--- src/rtl/fetch_pkg.sv ---
`default_nettype none
// ============================================================================
//  Module   : fetch_pkg
//  Purpose  : Shared types and constants for the instruction-fetch block.
//  Revision : 1.0 - initial release
// ============================================================================
package fetch_pkg;

    localparam int XLEN    = 32;
    localparam int PC_STEP = 4;

    typedef enum logic [1:0] {
        IDLE    = 2'd0,
        WAIT    = 2'd1,
        DISCARD = 2'd2
    } fetch_state_t;

endpackage
`default_nettype wire

--- src/rtl/fetch_fifo.sv ---
`default_nettype none
// ============================================================================
//  Module   : fetch_fifo
//  Purpose  : Small synchronous FIFO holding {instruction, pc} pairs.
//             Flush overrides push and pop; head is visible combinationally.
//  Revision : 1.0 - initial release
// ============================================================================
module fetch_fifo #(
    parameter int DEPTH = 2,
    parameter int WIDTH = 64
) (
    input  logic                     clk,
    input  logic                     rst,
    input  logic                     push,
    input  logic                     pop,
    input  logic                     flush,
    input  logic [WIDTH-1:0]         din,
    output logic [WIDTH-1:0]         dout,
    output logic [$clog2(DEPTH):0]   count,
    output logic                     full,
    output logic                     empty
);

    localparam int                c_AW      = $clog2(DEPTH);
    localparam int                c_CW      = c_AW + 1;
    localparam logic [c_CW-1:0]   c_DEPTH   = c_CW'(DEPTH);
    localparam logic [c_CW-1:0]   c_CNT_ONE = c_CW'(1);
    localparam logic [c_AW-1:0]   c_PTR_ONE = c_AW'(1);

    logic [WIDTH-1:0] r_mem [DEPTH];
    logic [c_AW-1:0]  r_wr_ptr;
    logic [c_AW-1:0]  r_rd_ptr;
    logic [c_CW-1:0]  r_count;
    logic             w_do_push;
    logic             w_do_pop;

    // Pop on empty is ignored; a push into a full FIFO is only taken alongside a pop.
    assign w_do_pop  = pop && !empty;
    assign w_do_push = push && (!full || w_do_pop);

    // Storage array; no reset needed since the head is qualified by empty.
    always_ff @(posedge clk) begin
        if (w_do_push && !flush) begin
            r_mem[r_wr_ptr] <= din;
        end
    end

    // Pointers and occupancy; pointers wrap naturally because DEPTH is a power of 2.
    always_ff @(posedge clk) begin
        if (rst || flush) begin
            r_wr_ptr <= '0;
            r_rd_ptr <= '0;
            r_count  <= '0;
        end else begin
            if (w_do_push) begin
                r_wr_ptr <= r_wr_ptr + c_PTR_ONE;
            end
            if (w_do_pop) begin
                r_rd_ptr <= r_rd_ptr + c_PTR_ONE;
            end
            case ({w_do_push, w_do_pop})
                2'b10:   r_count <= r_count + c_CNT_ONE;
                2'b01:   r_count <= r_count - c_CNT_ONE;
                default: r_count <= r_count;
            endcase
        end
    end

    assign dout  = r_mem[r_rd_ptr];
    assign count = r_count;
    assign full  = (r_count == c_DEPTH);
    assign empty = (r_count == '0);

endmodule
`default_nettype wire

--- src/rtl/modulo_fetch.sv ---
`default_nettype none
// ============================================================================
//  Module   : modulo_fetch
//  Purpose  : Instruction fetch unit. Reads instruction memory at the PC over
//             a req/ack bus, buffers words with their PC, hands them to decode
//             over valid/ready, pulses pc_adv_o and flushes on redirect.
//  Revision : 1.0 - initial release
// ============================================================================
module modulo_fetch #(
    parameter int DEPTH = 2,
    parameter int XLEN  = fetch_pkg::XLEN
) (
    input  logic            clk,
    input  logic            reset,
    input  logic [XLEN-1:0] pc_i,
    input  logic            redirect_i,
    output logic            pc_adv_o,
    output logic            imem_req_o,
    output logic [XLEN-1:0] imem_addr_o,
    input  logic            imem_ack_i,
    input  logic [XLEN-1:0] imem_rdata_i,
    output logic            instr_valid_o,
    output logic [XLEN-1:0] instr_o,
    output logic [XLEN-1:0] instr_pc_o,
    input  logic            instr_ready_i
);

    import fetch_pkg::*;

    localparam int              c_CW      = $clog2(DEPTH) + 1;
    localparam logic [c_CW-1:0] c_DEPTH   = c_CW'(DEPTH);
    localparam logic [c_CW-1:0] c_CNT_ONE = c_CW'(1);
    localparam logic [XLEN-1:0] c_STEP    = XLEN'(PC_STEP);

    fetch_state_t      r_state;
    fetch_state_t      w_state_nxt;
    logic [XLEN-1:0]   r_addr;
    logic [XLEN-1:0]   w_addr_nxt;
    logic              w_push;
    logic              w_pop;
    logic              w_pc_adv;
    logic [2*XLEN-1:0] w_din;
    logic [2*XLEN-1:0] w_dout;
    logic [c_CW-1:0]   w_count;
    logic              w_full;
    logic              w_empty;
    logic [XLEN-1:0]   r_last_instr;
    logic [XLEN-1:0]   r_last_pc;

    // A redirect suppresses the pop so the flush cleanly wins.
    assign w_pop = instr_ready_i && !w_empty && !redirect_i;
    assign w_din = {imem_rdata_i, r_addr};

    fetch_fifo #(
        .DEPTH (DEPTH),
        .WIDTH (2*XLEN)
    ) u_fifo (
        .clk   (clk),
        .rst   (reset),
        .push  (w_push),
        .pop   (w_pop),
        .flush (redirect_i),
        .din   (w_din),
        .dout  (w_dout),
        .count (w_count),
        .full  (w_full),
        .empty (w_empty)
    );

    // State and request-address register; reset aborts any outstanding request.
    always_ff @(posedge clk) begin
        if (reset) begin
            r_state <= IDLE;
            r_addr  <= '0;
        end else begin
            r_state <= w_state_nxt;
            r_addr  <= w_addr_nxt;
        end
    end

    // Next-state, push and pc_adv decode; redirect outranks every other action.
    always_comb begin
        w_state_nxt = r_state;
        w_addr_nxt  = r_addr;
        w_push      = 1'b0;
        w_pc_adv    = 1'b0;
        case (r_state)
            IDLE: begin
                if (!redirect_i && !w_full) begin
                    w_state_nxt = WAIT;
                    w_addr_nxt  = pc_i;
                end
            end
            WAIT: begin
                if (redirect_i) begin
                    // An ack on the redirect edge closes the request; otherwise drain it.
                    w_state_nxt = imem_ack_i ? IDLE : DISCARD;
                end else if (imem_ack_i) begin
                    w_push   = 1'b1;
                    w_pc_adv = 1'b1;
                    // Back-to-back issue keeps one instruction per cycle with zero-wait memory.
                    if (((w_count + c_CNT_ONE) < c_DEPTH) || w_pop) begin
                        w_state_nxt = WAIT;
                        w_addr_nxt  = pc_i + c_STEP;
                    end else begin
                        w_state_nxt = IDLE;
                    end
                end
            end
            DISCARD: begin
                if (imem_ack_i) begin
                    w_state_nxt = IDLE;
                end
            end
            default: begin
                w_state_nxt = IDLE;
            end
        endcase
    end

    // Remember the most recent head so outputs hold steady while the FIFO is empty.
    always_ff @(posedge clk) begin
        if (reset) begin
            r_last_instr <= '0;
            r_last_pc    <= '0;
        end else if (!w_empty) begin
            r_last_instr <= w_dout[2*XLEN-1:XLEN];
            r_last_pc    <= w_dout[XLEN-1:0];
        end
    end

    assign pc_adv_o      = w_pc_adv;
    assign imem_req_o    = (r_state != IDLE);
    assign imem_addr_o   = r_addr;
    assign instr_valid_o = !w_empty;
    assign instr_o       = w_empty ? r_last_instr : w_dout[2*XLEN-1:XLEN];
    assign instr_pc_o    = w_empty ? r_last_pc    : w_dout[XLEN-1:0];

endmodule
`default_nettype wire

--- config.mk ---
export PLATFORM = sky130hd
export DESIGN_NAME = modulo_fetch
export DESIGN_NICKNAME = d
export VERILOG_FILES = /design/src/rtl/fetch_pkg.sv /design/src/rtl/fetch_fifo.sv /design/src/rtl/modulo_fetch.sv
export SDC_FILE = /design/constraint.sdc
export NUM_CORES = 1
export LEC_CHECK = 0
export ABC_CLOCK_PERIOD_IN_PS = 11510
export CORE_MARGIN = 4
export CORE_UTILIZATION = 25
export CTS_CLUSTER_SIZE = 8
export DETAILED_ROUTE_END_ITERATION = 8
export GPL_TIMING_DRIVEN = 0
export PLACE_DENSITY = 0.54
export SETUP_SLACK_MARGIN = 0.15
export SLEW_MARGIN = 20
export SYNTH_ARGS = -nofsm -noshare
export SYNTH_HDL_FRONTEND = slang
export SYNTH_HIERARCHICAL = 1
export SYNTH_SLANG_ARGS = --single-unit
--- constraint.sdc ---
create_clock -name clk -period 11.51 [get_ports clk]
set_input_delay 2.302 -clock clk [delete_from_list [all_inputs] [get_ports clk]]
set_output_delay 2.302 -clock clk [all_outputs]
set_load 0.02 [all_outputs]
==> results of run 1 <==
-- final timing paths --
path / endpoint / slack (ns) / startpoint / cells past startpoint
worst min-delay path: u_fifo/r_mem[1][13] / 0.49 / imem_addr_o[13] / 0
worst min register to register: u_fifo/r_mem[1][13] / 0.49 / imem_addr_o[13] / 0
worst max-delay path: pc_adv_o / 5.14 / redirect_i / 4
worst max register to register: u_fifo/r_mem[1][23] / 8.47 / r_state[0] / 8
-- sequential cells by signal (all words and copies together), names as in the netlist, named ones only --
name and flops:
u_fifo/r_mem 128, u_fifo/r_wr_ptr 1, u_fifo/r_rd_ptr 1, u_fifo/count 2, imem_addr_o 32, r_last_pc 32
r_state 2, r_last_instr 32
-- layer usage --
metal	vias up	GRT usage, %
met1	2809	15.7
met3	41	3.03
met4	0	3.93
met5	-	0
li1	2796	-
met2	114	19.7
-- power by group through the flow --
stage	clock, mW	sequential, mW	combinational [mW]
final	0.923	0.902	0.136
after global placement	0	0.919	0.137
after global routing	0.995	0.904	0.148
after floorplan	0	0.925	0.0503
after detailed placement	0	0.919	0.139
after CTS	0.965	0.903	0.139
-- through the flow --
stage	power, mW	hold WS [ns]	cell area (sq um)
after floorplan	0.976	0.456	9240
after global placement	1.06	0.467	11500
after detailed placement	1.06	0.478	11600
after CTS	2.01	0.491	12600
after global routing	2.05	0.500	12600
final	1.96	0.487	12600
-- placed cells by master (no fill, tap or decap), drive strengths merged, types with 2 or more instances in the layout --
cell	count
nor2b	67
xnor2	7
and3	5
xor2	24
inv	7
a211oi	31
clkbuf	73
or3	2
nand4	12
clkdlybuf4s50	167
nor3	7
mux2i	4
nand2	14
nor4	4
buf	35
nand3	13
nor3b	2
edfxtp	128
nor2	42
nand2b	3
dfxtp	103
mux2	129
-- logic make-up (layout without fill, tap and decap cells) --
group,Yosys count,after routing,share of synthesized area (%)
xor+xnor,31,31,2.94
flops,231,231,63.9
compound gates,38,38,3.69
mux,133,133,16.2
fa+ha+maj,1,1,0.135
buf+inv,38,283,2.02
simple gates,175,175,11.1
-- worst max-delay path: stages --
cell	delay, ns
clkdlybuf4s50_1	0.66
inv_1	0.17
and3_1	0.28
clkdlybuf4s50_1	0.65
-- layout make-up --
class,instances,area [sq um],share of cell area [%]
inverters,6,22.5,0.178
clock buffers,58,982,7.77
flip-flops and latches,231,5910,46.7
repair buffers,185,1810,14.4
well taps,468,586,4.63
plain buffers,32,164,1.30
clock inverters,2,13.8,0.109
multi-input cells,378,3150,24.9
==> results.txt, run 1 <==
----------------------------------------------------
[Power]
  Lkg Pwr ... 4.48 nW
  Share of total power in the clock network ... 47.0%
  Psw ... 0.431 mW
  Combinational group share of total power ... 6.9%
  Switching part of the total ... approximately 22%
  Cell Int Power ... 1.53 mW
  Sequential share of power ... 46.0%
  Worst supply voltage drop on vdd ... 0.0000727 V
  Cell area power density ... 155 nW/um^2

[Global route]
  Largest net degree at the start of global routing ... 12
  Global-route wire length before repair ... 37.4 mm
  Global-route usage over all layers ... between 10% and 20%
  Number of antenna violations at the first check in global routing ... 0
  Number of global-route vias before repair ... 6,078
  Total grt overflow ... 0

[Logic synthesis]
  Cell area after technology mapping ... 9240 sq um
  Number of unique standard cell types used by synthesis ... 41
  Part of the Yosys area used for sequential elements ... 63.9%
  List of most frequent post-synthesis cells ... 129 x mux2_2, 128 x edfxtp_1, 103 x dfxtp_1
  Cell count after synthesis ... 647
  Count of flip-flops with a built-in enable after synthesis ... 128
  Leading cell types by total area after synthesis ... edfxtp_1 42%, dfxtp_1 22%, mux2_2 16%
  Number of synthesized register bits ... 231
  Synthesis warning total ... 6
  Synth Net Count ... 717
  Synth area leader ... edfxtp_1
  Commonest register cell after synthesis ... edfxtp_1
  Cell with the most instances after synthesis ... mux2_2
  Post-synthesis async set-or-reset flop share ... 0%
  Portion of synthesized cell area occupied by the leading cell type ... between 40% and 50%
  Post-Syn Area per Cell ... 14.3 sq um

[STA]
  Worst clock skew on the final layout ... 0.0179 ns
  Final worst path period share ... 55.4%
  Setup TNS ... 0 ns
  Slew of the pin with the lowest slew margin ... 0.877 ns
  Max-slew violation count ... 0
  Total setup violations reported at the end of the flow ... 0
  Final Worst Setup Slack ... ~5.1 ns
  Final period demand of the worst path ... about 6.4 ns
  Unrepaired setup endpoints after global routing ... no
  Number of failing hold endpoints at the final stage ... 0
  Fmax ... between 150 and 200 MHz
  Worst rel slew slack ... 41.5%

[CTS]
  Number of buffers created by CTS ... 35
  Clock latency on the worst-skew pair ... 0.50 ns
  Clock tree buffer depth ... 3
  Resized cells post-CTS ... 0
  Total number of H-tree levels ... 2
  Root buffer selected by CTS ... clkbuf_16
  Total clock sinks ... 231
  Setup fix buffers added after clock tree synthesis ... 0
  Hold buffers post-CTS ... 0
  CTS tree ... done
  Clock Pin Slew Worst Setup and Hold Paths ... 0.05 ns

[Setup path]
  Crit Path Max Fanout ... 11
  Endpoint arrival time on the critical path ... 4.07 ns
  Data required time of the critical path ... between 9 and 10 ns
  Kind of end point of the critical path ... output pin
  Type of the setup path with the least slack ... in -> out
  Nature of the critical path startpoint ... input pin

[Placed design]
  Placed wire-length estimate ... ~18 mm
  Number of placed instances with taps included ... approximately 1,300
  Routability cong. ... 0.735
  Number of buffers inserted by port buffering ... 167
  Setup WS pre-CTS ... 5.16 ns

[Min path]
  Worst min-delay path class ... reg -> reg

[Detailed routing]
  Routed met3 length ... 1.12 mm
  DR vias ... 5,760
  DRC ... 0
  Routed met2 length ... 11.4 mm
  Routed Antenna Nets ... 0
  Initial detailed-routing violation count ... between 100 and 150
  Avg WL per Cell ... 17.9 microns
  Top Metal Used ... met4
  Initial DRT Pass Iterations ... 4
  Routed length on met1 ... 11.2 mm
  Ratio of routed vias to standard cells ... 4.24
  Wirelength, routed ... about 24 mm

[Run]
  Maxcap violations ... 0

[Layout]
  Util after Layout ... 34.6%
  Fin cells ... approximately 1,400
  Share of cells above drive strength 1 ... 25.3%
  Count of filler cells inserted in the layout ... ~3,600
  Number of antenna cells inserted ... 0
  Nets ... 939
  Area growth from synthesis to final layout ... 36.9%

[Die]
  Die X ... 200 microns
  Area of the core ... 36,500 sq um
  Initial core utilization ... 25.3%
  Die area ... 40,100 sq um
  Number of core rows ... 70
  Number of placed I/O pins ... 168
  Die boundary height ... 200 microns

[Run status]
  Result of the run ... finished clean

----------------------------------------------------
(Power assumes the default switching activity.)
==> run 2, diff against run 1 <==
--- a/config.mk
+++ b/config.mk
@@ -5,7 +5,7 @@
 export SDC_FILE = /design/constraint.sdc
 export NUM_CORES = 1
 export LEC_CHECK = 0
-export ABC_CLOCK_PERIOD_IN_PS = 11510
+export ABC_CLOCK_PERIOD_IN_PS = 6620
 export CORE_MARGIN = 4
 export CORE_UTILIZATION = 25
 export CTS_CLUSTER_SIZE = 8
==> constraint.sdc (replaced) <==
create_clock -name clk -period 6.62 [get_ports clk]
set_input_delay 1.324 -clock clk [delete_from_list [all_inputs] [get_ports clk]]
set_output_delay 1.324 -clock clk [all_outputs]
set_load 0.02 [all_outputs]
==> run 2 against run 1 <==
  * Non-clock buffer count down 6
  * Largest power group unchanged
  * Clock-buffer cell count fell by 2
  * Register-to-register slack worse by 5.0 ns
  * First-iteration DRC count is 26% higher
  * Wire length up 1.2%
  * Critical endpoint is now instr_pc_o[13]
  * Largest cell class unchanged
  * Clock power grew 72%
  * Worst hold slack worse by 0.0027 ns
  * Via count up 0.95%
  * Combinational power grew 75%
==> results.txt, run 2 (same netlist as run 1, synthesis figures left out) <==
----------------------------------------------------
[Global route]
  Global-route wire length before repair ... 37.4 mm (about the same)
  Largest net degree at the start of global routing ... 14 (+2)
  Number of global-route vias before repair ... 6,092 (+0.23%)
  Number of antenna violations at the first check in global routing ... 3 (+3)
  Global-route usage over all layers ... 12.2% (+0.18 points)
  Total grt overflow ... 0 (unchanged)

[Layout]
  Largest register FFs ... 128 (unchanged)
  Nets ... 933 (-0.64%)
  Largest register by flop count ... u_fifo/r_mem
  Fin cells ... 1,356 (-0.29%)
  Util after Layout ... 34.7% (+0.075 points)
  Most common cell after layout, fill and taps aside ... clkdlybuf4s50_1
  Commonest cells after routing, fill and taps aside ... 167 x clkdlybuf4s50_1, 129 x mux2_2, 128 x edfxtp_1
  Share of cells above drive strength 1 ... 24.6% (-0.70 points)
  Area growth from synthesis to final layout ... 37.2%

[Min path]
  Worst min-delay path class ... reg -> reg
  Worst hold path startpoint ... imem_addr_o[7]
  Hold Path Depth ... 0 (unchanged)
  Hold-critical path endpoint ... u_fifo/r_mem[1][7]

[STA]
  Unrepaired setup endpoints after global routing ... no
  Number of failing hold endpoints at the final stage ... 0 (unchanged)
  Final period demand of the worst path ... 4.57 ns
  Worst clock skew on the final layout ... 0.0212 ns (+0.00332 ns)
  Max-slew violation count ... 0 (unchanged)
  Slew of the pin with the lowest slew margin ... 0.956 ns (+0.0794 ns)
  Total setup violations reported at the end of the flow ... 0 (unchanged)
  Final worst path period share ... around 70%
  Worst rel slew slack ... 36.2% (-5.3 points)
  Fmax ... 219 MHz

[CTS]
  Clock latency on the worst-skew pair ... 0.51 ns (about the same)
  CTS tree ... done
  Total clock sinks ... 231 (unchanged)
  Resized cells post-CTS ... 0 (unchanged)
  Number of buffers created by CTS ... 35 (unchanged)
  Hold buffers post-CTS ... 0 (unchanged)
  Total number of H-tree levels ... 2 (unchanged)
  Root buffer selected by CTS ... clkbuf_16
  Clock Pin Slew Worst Setup and Hold Paths ... 0.05 ns (about the same)
  Setup fix buffers added after clock tree synthesis ... 0 (unchanged)
  Clock tree buffer depth ... 3 (unchanged)

[Placed design]
  Number of buffers inserted by port buffering ... 167 (unchanged)
  Placed wire-length estimate ... 17.7 mm (+0.27%)
  Routability cong. ... 0.740 (+0.71%)
  Number of placed instances with taps included ... 1,294 (-0.46%)

[Run]
  Maxcap violations ... 0 (unchanged)

[Power]
  Worst supply voltage drop on vdd ... 0.000132 V (+82%)
  Cell area power density ... 268 nW/um^2 (+73%)
  Lkg Pwr ... 4.46 nW (-0.43%)

[Run status]
  Result of the run ... finished clean

[Detailed routing]
  Avg WL per Cell ... 18.2 microns (+1.5%)
  Initial detailed-routing violation count ... 154 (+26%)
  DRC ... 0 (unchanged)
  Wirelength, routed ... 24.6 mm (+1.2%)
  DR vias ... 5,815 (+0.95%)
  Ratio of routed vias to standard cells ... 4.29 (+1.3%)
  Routed Antenna Nets ... 0 (unchanged)
  Initial DRT Pass Iterations ... 4 (unchanged)

[Setup path]
  Delay-heaviest family, CP ... buffers and inverters
  Endpoint arrival time on the critical path ... 3.25 ns (-0.82 ns)
  Data required time of the critical path ... 5.30 ns (-3.91 ns)
  End of the worst register-to-register path ... u_fifo/r_mem[1][47]
  Nature of the critical path startpoint ... register
  RR Startpoint ... r_state[0]
  Register-to-register setup slack ... 3.47 ns (-5.00 ns)
  Path length in cells of the critical path ... 5 (+1)
  Kind of end point of the critical path ... output pin
  R2R depth ... 9 (+1)
  Number of buffers and inverters on the critical path ... 3 (unchanged)
  CP cell instances ... nor2_1 -> clkbuf_1 -> buf_2 -> mux2_2 -> clkdlybuf4s50_1
  Crit Path Max Fanout ... 10 (-1)
  Type of the setup path with the least slack ... reg -> out
  CP max-delay cell ... clkbuf_1
  Peak per-stage delay on the critical path ... 0.74 ns (+0.08 ns)

[Die]
  Initial core utilization ... 25.3% (unchanged)
  Die area ... 40,100 sq um (unchanged)
  Die X ... 200 microns (unchanged)
  Die boundary height ... 200 microns (unchanged)
  Number of placed I/O pins ... 168 (unchanged)
  Area of the core ... 36,500 sq um (unchanged)
  Number of core rows ... 70 (unchanged)

----------------------------------------------------
-- run 2: changes by cell type in the layout (fill, tap and decap cells not counted) --
cell,change
clkbuf_8,-1
diode_2,+3
clkinv_2,-1
buf_6,+2
buf_8,+8
nor3_2,-1
nor3b_4,+1
nor3b_2,-1
clkinv_1,+2
buf_4,-16
clkbuf_1,-1
nor3_4,+1
-- run 2: area by class of cell --
class / instances / area (sq um)
fillers: 3637 / 23900
flip-flops and latches: 231 / 5910
multi-input cells: 378 / 3170
repair buffers: 179 / 1840
clock buffers: 56 / 965
well taps: 468 / 586
plain buffers: 32 / 164
inverters: 6 / 22.5
clock inverters: 3 / 16.3
diodes: 3 / 7.51
-- run 2: metal layers --
| layer | vias up | wire [microns] | global-route usage (%) |
|---|---|---|---|
| met1 | 2839 | 10900 | 15.5 |
| met2 | 129 | 11900 | 19.9 |
| met3 | 46 | 1140 | 2.85 |
| met4 | 2 | 751 | 5.58 |
| met5 | - | 8 | 0 |
| li1 | 2799 | - | - |
-- run 2: worst max-delay path by stage --
stage | end | start | slack, ns
after floorplan | u_fifo/r_mem[1][0] | redirect_i | 1.73
after global placement | u_fifo/r_mem[1][56] | redirect_i | -1.40
after detailed placement | pc_adv_o | redirect_i | 2.13
after CTS | instr_pc_o[13] | u_fifo/count[0] | 1.90
after global routing | instr_pc_o[13] | u_fifo/count[0] | 1.84
final | instr_pc_o[13] | u_fifo/count[0] | 2.05
-- run 2: where the power goes --
part | switching (mW) | internal [mW]
registers | 0.0229 | 1.55
clock network | 0.608 | 0.986
logic | 0.123 | 0.115
-- run 2: through the flow --
stage	setup slack, ns	TNS [ns]	hold slack [ns]	cell area [sq um]	power [mW]
after detailed placement	2.13	0	0.476	11700	1.84
after global routing	1.84	0	0.507	12700	3.55
after floorplan	1.73	0	0.465	9250	1.70
final	2.05	0	0.485	12700	3.40
after CTS	1.90	0	0.488	12700	3.48
after global placement	-1.40	-176.11	0.466	11500	1.84
==> run 3, diff against run 2 <==
--- a/config.mk
+++ b/config.mk
@@ -5,7 +5,7 @@
 export SDC_FILE = /design/constraint.sdc
 export NUM_CORES = 1
 export LEC_CHECK = 0
-export ABC_CLOCK_PERIOD_IN_PS = 6620
+export ABC_CLOCK_PERIOD_IN_PS = 4400
 export CORE_MARGIN = 4
 export CORE_UTILIZATION = 25
 export CTS_CLUSTER_SIZE = 8
==> constraint.sdc (replaced) <==
create_clock -name clk -period 4.4 [get_ports clk]
set_input_delay 0.88 -clock clk [delete_from_list [all_inputs] [get_ports clk]]
set_output_delay 0.88 -clock clk [all_outputs]
set_load 0.02 [all_outputs]
==> run 3 against run 2 <==
  * Global-route usage decreased by 0.069 points
  * Largest power group unchanged
  * First-iteration DRC count is 9.7% lower
  * Clock skew grew 0.0038 ns
  * Clock-buffer cell count is 3 higher
  * Sequential power up 50%
  * Critical endpoint is now instr_pc_o[29]
  * Utilization barely moved
  * Cell count decreased by 0.15%
  * Sequential cell count did not move
==> results.txt, run 3 (same netlist as run 1, synthesis figures left out) <==
----------------------------------------------------
[CTS]
  Hold buffers post-CTS ... 0 (unchanged)
  Setup fix buffers added after clock tree synthesis ... 0 (unchanged)
  Number of buffers created by CTS ... 35 (unchanged)
  Total clock sinks ... 231 (unchanged)
  Clock tree buffer depth ... 3 (unchanged)
  CTS tree ... done
  Resized cells post-CTS ... 0 (unchanged)
  Clock Pin Slew Worst Setup and Hold Paths ... 0.05 ns (about the same)
  Total number of H-tree levels ... 2 (unchanged)
  Root buffer selected by CTS ... clkbuf_16
  Clock latency on the worst-skew pair ... 0.51 ns (about the same)

[Detailed routing]
  Initial detailed-routing violation count ... 139 (-9.7%)
  DR vias ... 5,801 (-0.24%)
  Routed Antenna Nets ... 0 (unchanged)
  Initial DRT Pass Iterations ... 4 (unchanged)
  Avg WL per Cell ... 18.1 microns (-0.39%)
  Wirelength, routed ... 24.5 mm (-0.54%)
  DRC ... 0 (unchanged)
  Ratio of routed vias to standard cells ... 4.28 (about the same)

[Setup path]
  RR Startpoint ... r_state[0]
  Path length in cells of the critical path ... 5 (unchanged)
  Peak per-stage delay on the critical path ... 0.62 ns (-0.12 ns)
  CP max-delay cell ... clkbuf_1
  CP cell instances ... nor2_1 -> clkbuf_1 -> buf_2 -> mux2_2 -> clkdlybuf4s50_1
  Number of buffers and inverters on the critical path ... 3 (unchanged)
  Nature of the critical path startpoint ... register
  Data required time of the critical path ... 3.52 ns (-1.78 ns)
  Endpoint arrival time on the critical path ... 3.12 ns (-0.13 ns)
  Delay-heaviest family, CP ... buffers and inverters
  Kind of end point of the critical path ... output pin
  Critical Path Start ... u_fifo/count[0]
  Destination of the critical timing path ... instr_pc_o[29]
  R2R depth ... 9 (unchanged)
  Register-to-register setup slack ... 1.08 ns (-2.39 ns)
  Crit Path Max Fanout ... 10 (unchanged)
  Type of the setup path with the least slack ... reg -> out
  End of the worst register-to-register path ... u_fifo/r_mem[1][58]

[STA]
  Fmax ... 250 MHz
  Setup TNS ... 0 ns (unchanged)
  Total setup violations reported at the end of the flow ... 0 (unchanged)
  Minimum hold slack ... 0.489 ns (+0.00455 ns)
  Final period demand of the worst path ... 4.00 ns
  Slew of the pin with the lowest slew margin ... 0.840 ns (-0.116 ns)
  Worst rel slew slack ... 44.0% (+7.7 points)
  Worst clock skew on the final layout ... 0.0250 ns (+0.00384 ns)
  Number of failing hold endpoints at the final stage ... 0 (unchanged)
  Max-slew violation count ... 0 (unchanged)
  Unrepaired setup endpoints after global routing ... no
  Final worst path period share ... 91.0%

[Layout]
  Count of filler cells inserted in the layout ... 3,586 (-1.4%)
  Largest register FFs ... 128 (unchanged)
  Nets ... 931 (-0.21%)
  Commonest cells after routing, fill and taps aside ... 167 x clkdlybuf4s50_1, 129 x mux2_2, 128 x edfxtp_1
  Area growth from synthesis to final layout ... 37.2% (about the same)
  Area taken by multi-input logic gates ... 3170 sq um (unchanged)
  Most common cell after layout, fill and taps aside ... clkdlybuf4s50_1
  Largest register by flop count ... u_fifo/r_mem
  Register cell area after layout ... 5910 sq um (unchanged)
  Share of cells above drive strength 1 ... 24.5% (-0.11 points)

[Die]
  Number of placed I/O pins ... 168 (unchanged)
  Area of the core ... 36,500 sq um (unchanged)
  Die boundary height ... 200 microns (unchanged)
  Initial core utilization ... 25.3% (unchanged)
  Die area ... 40,100 sq um (unchanged)
  Number of core rows ... 70 (unchanged)
  Die X ... 200 microns (unchanged)

[Run status]
  Result of the run ... finished clean

[Placed design]
  Routability cong. ... 0.735 (-0.72%)
  Placed wire-length estimate ... 17.5 mm (-1.1%)
  Number of buffers inserted by port buffering ... 167 (unchanged)

[Global route]
  Total grt overflow ... 0 (unchanged)
  Global-route wire length before repair ... 37.3 mm (-0.39%)
  Number of global-route vias before repair ... 6,136 (+0.72%)
  Largest net degree at the start of global routing ... 14 (unchanged)
  Global-route usage over all layers ... 12.1% (-0.069 points)
  Number of antenna violations at the first check in global routing ... 0 (-3)

[Power]
  PnR Total Power ... 5.13 mW (+51%)
  Cell area power density ... 405 nW/um^2 (+51%)
  Lkg Pwr ... 4.46 nW (-0.12%)
  Worst supply voltage drop on vdd ... 0.000249 V (+88%)

[Run]
  Maxcap violations ... 0 (unchanged)

[Min path]
  Worst min-delay path class ... reg -> reg

----------------------------------------------------
## run 3: worst reg2reg max path, delay by kind of cell, from the launching register on
| kind | cells | cell delay, ns |
|---|---|---|
| AOI/OAI and AO/OA | 1 | 0.19 |
| and+or+nand+nor | 3 | 1.16 |
| buffers and inverters | 5 | 1.18 |
| DFF | 1 | 0.47 |
## run 3: per-layer routing
layer  GRT usage, %  routed length (microns)  vias up  part of all wire [%]
met5              0                        0        -                     0
met4           4.70                      585        0                   2.4
met3           2.70                      972       41                   4.0
met2           20.0                    11900      120                    48
met1           15.7                    11100     2846                    45
li1               -                        -     2794                     -
## run 3: power breakdown
part           switching, mW  internal, mW
Sequential            0.0350          2.33
Clock                  0.920          1.50
Combinational          0.184         0.174
Total                   1.14          3.99
## run 3: stage by stage
stage	utilization, %	setup WS [ns]	instance area [sq um]	cells
floorplan	-	0.814	9260	647
global placement	31.5	-1.45	11500	1282
detailed placement	32.0	0.183	11700	1292
CTS	34.7	0.259	12700	1353
global route	34.7	0.183	12700	1353
finish	34.7	0.396	12700	1354
## run 3: how the worst min path moves through the flow
stage                     from             endpoint  slack [ns]  cells past startpoint
2_1_floorplan  u_fifo/r_wr_ptr      u_fifo/r_wr_ptr        0.49                      2
3_3_place_gp   imem_addr_o[13]  u_fifo/r_mem[0][13]        0.47                      0
3_5_place_dp   imem_addr_o[12]  u_fifo/r_mem[1][12]        0.49                      0
4_1_cts        imem_addr_o[12]  u_fifo/r_mem[1][12]        0.50                      0
5_1_grt        imem_addr_o[12]  u_fifo/r_mem[1][12]        0.51                      0
6_report       imem_addr_o[13]  u_fifo/r_mem[0][13]        0.49                      0
## run 3: layout make-up
cell class              count  share of cell area, %
flip-flops and latches    231                   46.6
clock inverters             2                  0.128
well taps                 468                   4.62
clock buffers              59                   7.70
inverters                   6                  0.178
repair buffers            177                   14.5
multi-input cells         378                   25.0
plain buffers              32                   1.29
diodes                      1                 0.0198
